### src/rtl/iter_divider_param.sv
// Radix-2 restoring divider: one quotient bit per clock, WIDTH-bit operands,
// optional two's-complement mode, valid/ready handshake on both sides.
module iter_divider_param #(
  parameter int WIDTH  = 32,
  parameter bit SIGNED = 1'b0
) (
  input  logic             i_clk,
  input  logic             i_rst,
  input  logic             i_valid,
  output logic             o_ready,
  input  logic [WIDTH-1:0] i_dividend,
  input  logic [WIDTH-1:0] i_divisor,
  output logic             o_valid,
  input  logic             i_ready,
  output logic [WIDTH-1:0] o_quotient,
  output logic [WIDTH-1:0] o_remainder,
  output logic             o_div_zero
);

  localparam int CW = $clog2(WIDTH);

  typedef enum logic [1:0] {
    IDLE = 2'd0,
    CALC = 2'd1,
    DONE = 2'd2
  } state_t;

  state_t           state_q, state_d;
  logic [CW-1:0]    cnt_q, cnt_d;
  logic [WIDTH-1:0] prem_q, prem_d;     // partial remainder (always < divisor)
  logic [WIDTH-1:0] acc_q, acc_d;       // dividend bits out, quotient bits in
  logic [WIDTH-1:0] dsr_q, dsr_d;       // divisor magnitude
  logic             neg_quo_q, neg_quo_d;
  logic             neg_rem_q, neg_rem_d;
  logic             ready_q, ready_d;
  logic             valid_q, valid_d;
  logic [WIDTH-1:0] quo_out_q, quo_out_d;
  logic [WIDTH-1:0] rem_out_q, rem_out_d;
  logic             dz_q, dz_d;

  logic             dvd_neg, dsr_neg;
  logic [WIDTH-1:0] dvd_mag, dsr_mag;
  logic [WIDTH:0]   shifted;
  logic             fits;
  logic [WIDTH-1:0] prem_step, acc_step;
  logic [WIDTH-1:0] quo_final, rem_final;

  if (SIGNED) begin : g_signed
    assign dvd_neg = i_dividend[WIDTH-1];
    assign dsr_neg = i_divisor[WIDTH-1];
  end else begin : g_unsigned
    assign dvd_neg = 1'b0;
    assign dsr_neg = 1'b0;
  end

  // Negating MIN yields 2^(WIDTH-1), which is exact when read as unsigned.
  assign dvd_mag = dvd_neg ? (-i_dividend) : i_dividend;
  assign dsr_mag = dsr_neg ? (-i_divisor) : i_divisor;

  // One restoring step; the extra top bit of the shifted value keeps the
  // comparison exact for divisors with their MSB set.
  assign shifted   = {prem_q, acc_q[WIDTH-1]};
  assign fits      = shifted >= {1'b0, dsr_q};
  assign prem_step = fits ? WIDTH'(shifted - {1'b0, dsr_q}) : shifted[WIDTH-1:0];
  assign acc_step  = {acc_q[WIDTH-2:0], fits};

  assign quo_final = neg_quo_q ? (-acc_step) : acc_step;
  assign rem_final = neg_rem_q ? (-prem_step) : prem_step;

  always_ff @(posedge i_clk or posedge i_rst) begin
    if (i_rst) begin
      state_q   <= IDLE;
      cnt_q     <= '0;
      prem_q    <= '0;
      acc_q     <= '0;
      dsr_q     <= '0;
      neg_quo_q <= 1'b0;
      neg_rem_q <= 1'b0;
      ready_q   <= 1'b1;
      valid_q   <= 1'b0;
      quo_out_q <= '0;
      rem_out_q <= '0;
      dz_q      <= 1'b0;
    end else begin
      state_q   <= state_d;
      cnt_q     <= cnt_d;
      prem_q    <= prem_d;
      acc_q     <= acc_d;
      dsr_q     <= dsr_d;
      neg_quo_q <= neg_quo_d;
      neg_rem_q <= neg_rem_d;
      ready_q   <= ready_d;
      valid_q   <= valid_d;
      quo_out_q <= quo_out_d;
      rem_out_q <= rem_out_d;
      dz_q      <= dz_d;
    end
  end

  always_comb begin
    state_d   = state_q;
    cnt_d     = cnt_q;
    prem_d    = prem_q;
    acc_d     = acc_q;
    dsr_d     = dsr_q;
    neg_quo_d = neg_quo_q;
    neg_rem_d = neg_rem_q;
    ready_d   = ready_q;
    valid_d   = valid_q;
    quo_out_d = quo_out_q;
    rem_out_d = rem_out_q;
    dz_d      = dz_q;

    case (state_q)
      IDLE: begin
        if (i_valid && ready_q) begin
          ready_d = 1'b0;
          dz_d    = 1'b0;
          if (i_divisor == '0) begin
            state_d   = DONE;
            valid_d   = 1'b1;
            dz_d      = 1'b1;
            quo_out_d = '1;
            rem_out_d = i_dividend;
          end else if (dvd_mag < dsr_mag) begin
            state_d   = DONE;
            valid_d   = 1'b1;
            quo_out_d = '0;
            rem_out_d = i_dividend;
          end else begin
            state_d   = CALC;
            cnt_d     = CW'(WIDTH - 1);
            prem_d    = '0;
            acc_d     = dvd_mag;
            dsr_d     = dsr_mag;
            neg_quo_d = dvd_neg ^ dsr_neg;
            neg_rem_d = dvd_neg;
          end
        end
      end
      CALC: begin
        prem_d = prem_step;
        acc_d  = acc_step;
        cnt_d  = cnt_q - CW'(1);
        if (cnt_q == '0) begin
          state_d   = DONE;
          valid_d   = 1'b1;
          quo_out_d = quo_final;
          rem_out_d = rem_final;
        end
      end
      DONE: begin
        if (i_ready) begin
          state_d = IDLE;
          valid_d = 1'b0;
          ready_d = 1'b1;
        end
      end
      default: begin
        state_d = IDLE;
        valid_d = 1'b0;
        ready_d = 1'b1;
      end
    endcase
  end

  assign o_ready     = ready_q;
  assign o_valid     = valid_q;
  assign o_quotient  = quo_out_q;
  assign o_remainder = rem_out_q;
  assign o_div_zero  = dz_q;

endmodule
### config.mk
export PLATFORM = sky130hd
export DESIGN_NAME = iter_divider_param
export DESIGN_NICKNAME = d
export VERILOG_FILES = /design/src/rtl/iter_divider_param.sv
export SDC_FILE = /design/constraint.sdc
export NUM_CORES = 1
export LEC_CHECK = 0
export ABC_AREA = 0
export CAP_MARGIN = 20
export CORE_AREA = 2 2 154 156
export DETAILED_ROUTE_END_ITERATION = 7
export DIE_AREA = 0 0 156 158
export GPL_TIMING_DRIVEN = 0
export PLACE_DENSITY = 0.66
export SYNTH_ARGS = -nofsm -noshare
export SYNTH_HDL_FRONTEND = slang
export SYNTH_SLANG_ARGS = --single-unit
### constraint.sdc
create_clock -name i_clk -period 14 [get_ports i_clk]
set_input_delay 2.1 -clock i_clk [delete_from_list [all_inputs] [get_ports i_clk]]
set_output_delay 2.1 -clock i_clk [all_outputs]
set_load 0.02 [all_outputs]
==> impl_results.md, run 1 <==
- DR iter-0 viols: 653
- Layout filler cell count: 2,143
- Worst hold path cell count: 1
- Clock transition at the register clock pins on the worst setup and hold paths after CTS: 0.07 ns
- Most used standard cells in the synthesized netlist: 169 x dfrtp_1, 161 x nand2_1, 121 x a21oi_1, 110 x nor2_1, 91 x o21ai_0
- Core Area: 23,100 um^2
- Crit path buffers/inverters: 2
- Final hold violations: 0
- Y dimension of the die: 158 um
- CTS tree: built
- Destination of the worst hold path: o_remainder[23]
- Post-CTS Hold Fix Bufs: 0
- Sequential share of power: 46.0%
- Slew HR: 42.8%
- #FFs+latches synth: 170
- Total congestion overflow: 0
- Wire length reported by the detailed router: 32,200 um
- Fmax: 177 MHz
- CTS root buffer: clkbuf_16
- Worst setup startpoint: i_dividend[29]
- Endpoint class of the critical path: register
- Resize count post-CTS: 0
- Type of element launching the critical path: input port
- Number of inserted diodes: 0
- Source of the worst hold timing path: o_remainder[23]
- RSZ-0062 raised after global routing: false
- Switching Power: 247 uW
- Post-layout nets: 1,442
- Setup skew after layout: 0.0124 ns
- Primary flip-flop cell chosen by synthesis mapping: dfrtp_1
- Mean instance size in the synthesized netlist: 8.66 um^2
- Setup Slack @ Placement: 8.03 ns
- Biggest fanout along the worst timing path: 10
- GRT Resource Usage Total: 27.0%
- Measured slew at the worst slew-check pin: 0.853 ns
- Area Growth Syn to Fin: 23.6%
- Post-DRT Antenna Nets: 0
- Area enclosed by the die boundary: 24,600 um^2
- Internal power of the cells: 824 uW
- Rows: 56
- Slowest cell on the critical path: o21ai_1
- Post-layout min period: 5.65 ns
- Final Wtd Congestion: 0.904
- Clock buffers created by TritonCTS: 17
- Portion of total power attributed to the clock network: 47.5%
- Buffers on Ports: 134
- Number of failing setup endpoints in the final timing report: 0
- Clock insertion delay at the later pin of the skew report: 0.43 ns
- Setup Fix Bufs, Post-CTS: 0
- Ports placed on the boundary: 135
- Hold_ws: 0.479 ns
- Required time worst endpoint: 14.28 ns
- Leakage: 5.65 nW
- Number of buffers on the longest clock path: 2
- Cell types with the largest area share after synthesis: dfrtp_1 42%, ha_1 8.1%, a21oi_1 6.1%, nand2_1 6.0%, o21ai_0 4.6%
- Max-Cap Viols: 0
- Cells along the critical path: clkdlybuf4s50_1 > ha_1 > nand4_1 > or2_2 > or3_1 > a31oi_1 > o41a_1 > nor2_1 > o21ai_1 > buf_2 > o221ai_1
- Synthesis warning total: 0
- TritonCTS sink count: 170
- Total power consumption of the routed design: 1.07 mW
- Chip Width: 156 um
- Share of total power consumed by net switching: 23.1%
- Type of the tightest min-delay check: reg -> reg
- Area of combinational cells with multiple inputs: 5180 um^2
- Detailed-route DRC error count: 0
- Syn nets: 1,288
- Via total after detailed routing: 9,151
- Largest net degree at the start of global routing: 131
- Endpoint of the most critical register-to-register path: o_remainder[25]
- Final Max Slew Viols: 0
- Via count of the first global-routing pass: 9,047
- Power Density: 86.6 nW/um^2
- Maximum cell stage delay along the critical path: 0.68 ns
- Beginning of the worst register-to-register path: prem_q[0]
- Proportion of register bits with asynchronous set or reset after synthesis: 100%
- Cell area after synthesis: 10000 um^2
- Number of enable flip-flop cells after synthesis: 0
- Storage cell area: 4260 um^2
- Share of the yosys chip area belonging to registers: 42.6%
- Layout cells sized above 1: 6.13%
- Average via count per standard cell: 5.68
- Per-cell routed wire length: 20.0 um
- Effective utilization at floorplan: 43.4%
- Final worst-path cycle share: 40.4%
- Library cell occupying the most area in the post-synthesis netlist: dfrtp_1
- Cell count after synthesis: 1,154
- Distinct cell type count of the synthesized netlist: 61
- Area fraction of the dominant cell type after synthesis: 42.3%
- Start-to-end type of the worst setup path: in -> reg
- Post-route setup TNS: 0 ns
- Worst-case vdd ir drop: 0.0000836 V
- Worst Reg-to-Reg Cells: 11
- Setup slack after layout: 8.35 ns
- Detailed-routing iteration count for the pre-antenna-repair pass: 5
- HPWL after detailed placement: 25,000 um
- Worst reg-to-reg setup slack: 10.17 ns
- Gate family responsible for the most delay along the worst path: compound AO/OA/AOI/OAI gates
- Status: finished clean
- Antenna violations before repair: 0
- Most numerous cell in the Yosys netlist: dfrtp_1
- Share of power burned in combinational logic: 6.5%
- WP data arrival: 5.93 ns
- CTS H-Tree Depth: 4
- First-pass GRT wire length: 50,700 um
## area by class of cell
class | count | share of cell area (%)
clock buffers | 19 | 3.50
well taps | 290 | 2.94
repair buffers | 135 | 11.1
flip-flops and latches | 170 | 34.4
plain buffers | 65 | 2.28
clock inverters | 13 | 1.54
inverters | 76 | 2.37
multi-input cells | 843 | 41.9
## sequential cells by signal (all words and copies together), names as in the netlist
signal	cells
prem_q	32
o_div_zero	1
o_valid	1
dsr_q	32
o_remainder	32
o_quotient	32
state_q	2
acc_q	32
cnt_q	5
o_ready	1
## routing by layer
metal | up-vias | global-route usage [%] | wire length, um
li1 | 4363 | - | -
met1 | 4448 | 37.3 | 14500
met2 | 284 | 43.4 | 15000
met3 | 56 | 3.97 | 1670
met4 | 0 | 9.70 | 1030
met5 | - | 0 | 0
## worst max-delay path by stage
stage | to | slack, ns | cells past startpoint
floorplan | acc_q[0] | 7.30 | 1
global placement | o_quotient[15] | 4.86 | 2
detailed placement | o_remainder[25] | 8.03 | 12
CTS | o_remainder[25] | 8.47 | 12
global route | o_remainder[25] | 8.25 | 12
finish | o_remainder[25] | 8.35 | 11
## power groups by stage
stage                     sequential [mW]  combinational (mW)  clock [mW]
after floorplan                     0.503              0.0284           0
after global placement              0.503              0.0673           0
after detailed placement            0.502              0.0691           0
after CTS                           0.493              0.0697       0.512
after global routing                0.493              0.0765       0.535
final                               0.493              0.0696       0.508
## placed cells by master, fill, tap and decap left out, types with 17 or more instances in the layout
cell type | Yosys | final
dfrtp_1 | 169 | 169
a31oi_1 | 39 | 39
nor2_1 | 110 | 110
clkbuf_16 | 0 | 17
clkbuf_1 | 39 | 41
mux2i_1 | 29 | 29
inv_1 | 76 | 75
nand2_1 | 161 | 161
a21o_1 | 37 | 37
ha_1 | 65 | 65
o21ai_0 | 91 | 91
nand4_1 | 19 | 19
buf_2 | 24 | 24
a21oi_1 | 121 | 121
xnor2_1 | 17 | 17
clkdlybuf4s50_1 | 0 | 134
## per-stage QoR
stage	std cells	cell area, um^2	util (%)
after floorplan	1154	10000	-
after global placement	1578	11700	50.8
after detailed placement	1579	11700	50.9
after CTS	1611	12400	53.6
after global routing	1611	12400	53.6
final	1611	12400	53.6
## logic make-up (layout without fill, tap and decap cells)
| logic type | Yosys count | in the layout | share of synthesized area, % |
|---|---|---|---|
| AOI/OAI and AO/OA | 355 | 355 | 21.5 |
| xor gates and xnor gates | 28 | 28 | 2.45 |
| adders and majority gates | 66 | 66 | 8.33 |
| buffers and inverters | 141 | 308 | 5.67 |
| DFF | 170 | 170 | 42.6 |
| muxes | 42 | 42 | 4.37 |
| and+or+nand+nor | 352 | 352 | 15.1 |
Power figures use the tool's default switching activity.
==> inputs of run 2 (changes only) <==
==> constraint.sdc (replaced) <==
create_clock -name i_clk -period 5.82 [get_ports i_clk]
set_input_delay 0.873 -clock i_clk [delete_from_list [all_inputs] [get_ports i_clk]]
set_output_delay 0.873 -clock i_clk [all_outputs]
set_load 0.02 [all_outputs]
==> results of run 2 <==
The final DEF is identical to that of run 1. Status: finished clean.
Among the figures that moved: setup slack after placement 8.03 ns -> 1.08 ns; setup slack after layout 8.35 ns -> 1.40 ns; register-to-register setup slack 10.17 ns -> 1.99 ns; total power 1.07 mW -> 2.58 mW; worst IR drop on VDD 0.0000836 V -> 0.000201 V
==> inputs of run 3 (changes only) <==
==> constraint.sdc (replaced) <==
create_clock -name i_clk -period 4.65 [get_ports i_clk]
set_input_delay 0.6975 -clock i_clk [delete_from_list [all_inputs] [get_ports i_clk]]
set_output_delay 0.6975 -clock i_clk [all_outputs]
set_load 0.02 [all_outputs]
==> run 3 against run 2 <==
Global-route usage up 0.46 points; wire length up 1.8%; hold slack better by 0.0052 ns; via count up 1.1%; setup slack worse by 0.94 ns; die area unchanged; combinational power up 31%; non-clock buffer count up 4; utilization up 0.30 points; final cell count up 0.31%.
==> impl_results.md, run 3 (synthesized netlist as in run 1, its figures left out) <==
- Status: finished clean
- Via count of the first global-routing pass: 9,290 (+2.7%)
- Post-layout nets: 1,446 (+0.28%)
- Start-to-end type of the worst setup path: in -> reg
- Chip Width: 156 um (unchanged)
- Average via count per standard cell: 5.73 (+0.80%)
- Top library cells by usage in the layout, fill and taps aside: 169 x dfrtp_1, 161 x nand2_1, 134 x clkdlybuf4s50_1
- Largest net degree at the start of global routing: 39 (-70%)
- Final worst-path cycle share: 90.2%
- Y dimension of the die: 158 um (unchanged)
- Resize count post-CTS: 0 (unchanged)
- CTS tree: built
- Clock transition at the register clock pins on the worst setup and hold paths after CTS: 0.07 ns (about the same)
- Required time worst endpoint: 4.95 ns
- Wire length reported by the detailed router: 32,800 um (+1.8%)
- Total power consumption of the routed design: 3.24 mW
- Worst-case vdd ir drop: 0.000252 V
- RSZ-0062 raised after global routing: false
- CTS H-Tree Depth: 4 (unchanged)
- CTS root buffer: clkbuf_16
- Post-route setup TNS: 0 ns (unchanged)
- Setup skew after layout: 0.0119 ns (-0.000481 ns)
- Beginning of the worst register-to-register path: prem_q[10]
- Leakage: 5.67 nW (+0.46%)
- Detailed-routing iteration count for the pre-antenna-repair pass: 5 (unchanged)
- Number of failing setup endpoints in the final timing report: 0 (unchanged)
- WP data arrival: 4.50 ns
- Clock buffers created by TritonCTS: 17 (unchanged)
- Type of element launching the critical path: input port
- GRT Resource Usage Total: 27.4% (+0.46 points)
- First-pass GRT wire length: 51,600 um (+1.8%)
- DR iter-0 viols: 694 (+6.3%)
- Per-cell routed wire length: 20.3 um (+1.5%)
- Power Density: 260 nW/um^2
- Buffers on Ports: 134 (unchanged)
- TritonCTS sink count: 170 (unchanged)
- Measured slew at the worst slew-check pin: 0.895 ns (+0.0418 ns)
- Type of the tightest min-delay check: reg -> reg
- Biggest fanout along the worst timing path: 10 (unchanged)
- Final Wtd Congestion: 0.913 (+1.0%)
- Post-DRT Antenna Nets: 0 (unchanged)
- Source of the worst hold timing path: dsr_q[12]
- Worst setup startpoint: i_divisor[31]
- Fmax: 238 MHz
- Core Area: 23,100 um^2 (unchanged)
- HPWL after detailed placement: 25,800 um (+3.2%)
- Post-CTS Hold Fix Bufs: 0 (unchanged)
- Via total after detailed routing: 9,253 (+1.1%)
- Final Max Slew Viols: 0 (unchanged)
- Total congestion overflow: 0 (unchanged)
- Setup Fix Bufs, Post-CTS: 0 (unchanged)
- Post-layout min period: 4.19 ns
- Final hold violations: 0 (unchanged)
- Max-Cap Viols: 0 (unchanged)
- Ports placed on the boundary: 135 (unchanged)
- Leading cell type in the layout, fill and taps excluded: dfrtp_1
- Area enclosed by the die boundary: 24,600 um^2 (unchanged)
- Area Growth Syn to Fin: 24.3%
- Detailed-route DRC error count: 0 (unchanged)
- Rows: 56 (unchanged)
- Clock insertion delay at the later pin of the skew report: 0.44 ns (about the same)
- Slew HR: 40.2% (-2.5 points)
- Antenna violations before repair: 0 (unchanged)
- Endpoint class of the critical path: register
- Effective utilization at floorplan: 43.4% (unchanged)
- Number of buffers on the longest clock path: 2 (unchanged)
- Layout cells sized above 1: 6.57% (+0.43 points)
-- run 3: critical path, cell delays in order --
cell and delay [ns]:
clkdlybuf4s50_1 0.48, inv_1 0.10, ha_1 0.32, nand4_1 0.11, or2_2 0.35, or3_1 0.42, a31oi_1 0.33, o41a_1 0.39
nor2_1 0.10, o21ai_1 0.68, buf_2 0.37, o221ai_1 0.14
-- run 3: layer usage --
layer  up-vias  part of all wire [%]  GRT usage [%]
li1       4371                     -              -
met1      4544                    44           36.4
met2       278                    48           45.0
met3        60                   5.2           4.82
met4         0                   3.0           10.3
met5         -                     0              0
-- run 3: layout make-up --
type / count / area, um^2
Antenna cell: 1 / 2.50
Fill cell: 2150 / 10600
Clock inverter: 14 / 183
Timing Repair Buffer: 139 / 1440
Buffer: 65 / 282
Clock buffer: 18 / 439
Multi-Input combinational cell: 843 / 5180
Sequential cell: 170 / 4260
Inverter: 76 / 289
Tap cell: 290 / 363
-- run 3: worst paths after layout --
| check | end | slack [ns] | cells after the start |
|---|---|---|---|
| worst max-delay path | o_remainder[25] | 0.46 | 12 |
| max in group asynchronous | acc_q[6] | 2.82 | 5 |
| min in group asynchronous | o_remainder[23] | 0.79 | 2 |
| worst min-delay path | dsr_q[12] | 0.48 | 2 |
| worst min register to register | dsr_q[12] | 0.48 | 2 |
| worst max register to register | o_remainder[19] | 0.84 | 11 |
-- run 3: power breakdown --
| group | switching, mW | internal, mW | total, mW |
|---|---|---|---|
| sequential | 0.00326 | 1.48 | 1.48 |
| combinational | 0.121 | 0.0980 | 0.219 |
| clock | 0.661 | 0.873 | 1.53 |
-- run 3: per-stage QoR --
| step | setup slack [ns] | instances | hold slack, ns | util, % | instance area (um^2) |
|---|---|---|---|---|---|
| global route | 0.278 | 1615 | 0.502 | 53.9 | 12400 |
| detailed placement | 0.0773 | 1583 | 0.471 | 51.2 | 11800 |
| global placement | 0.0656 | 1578 | 0.462 | 50.8 | 11700 |
| floorplan | 1.51 | 1154 | 0.450 | - | 10000 |
| CTS | 0.529 | 1615 | 0.487 | 53.9 | 12400 |
| finish | 0.456 | 1616 | 0.484 | 53.9 | 12400 |
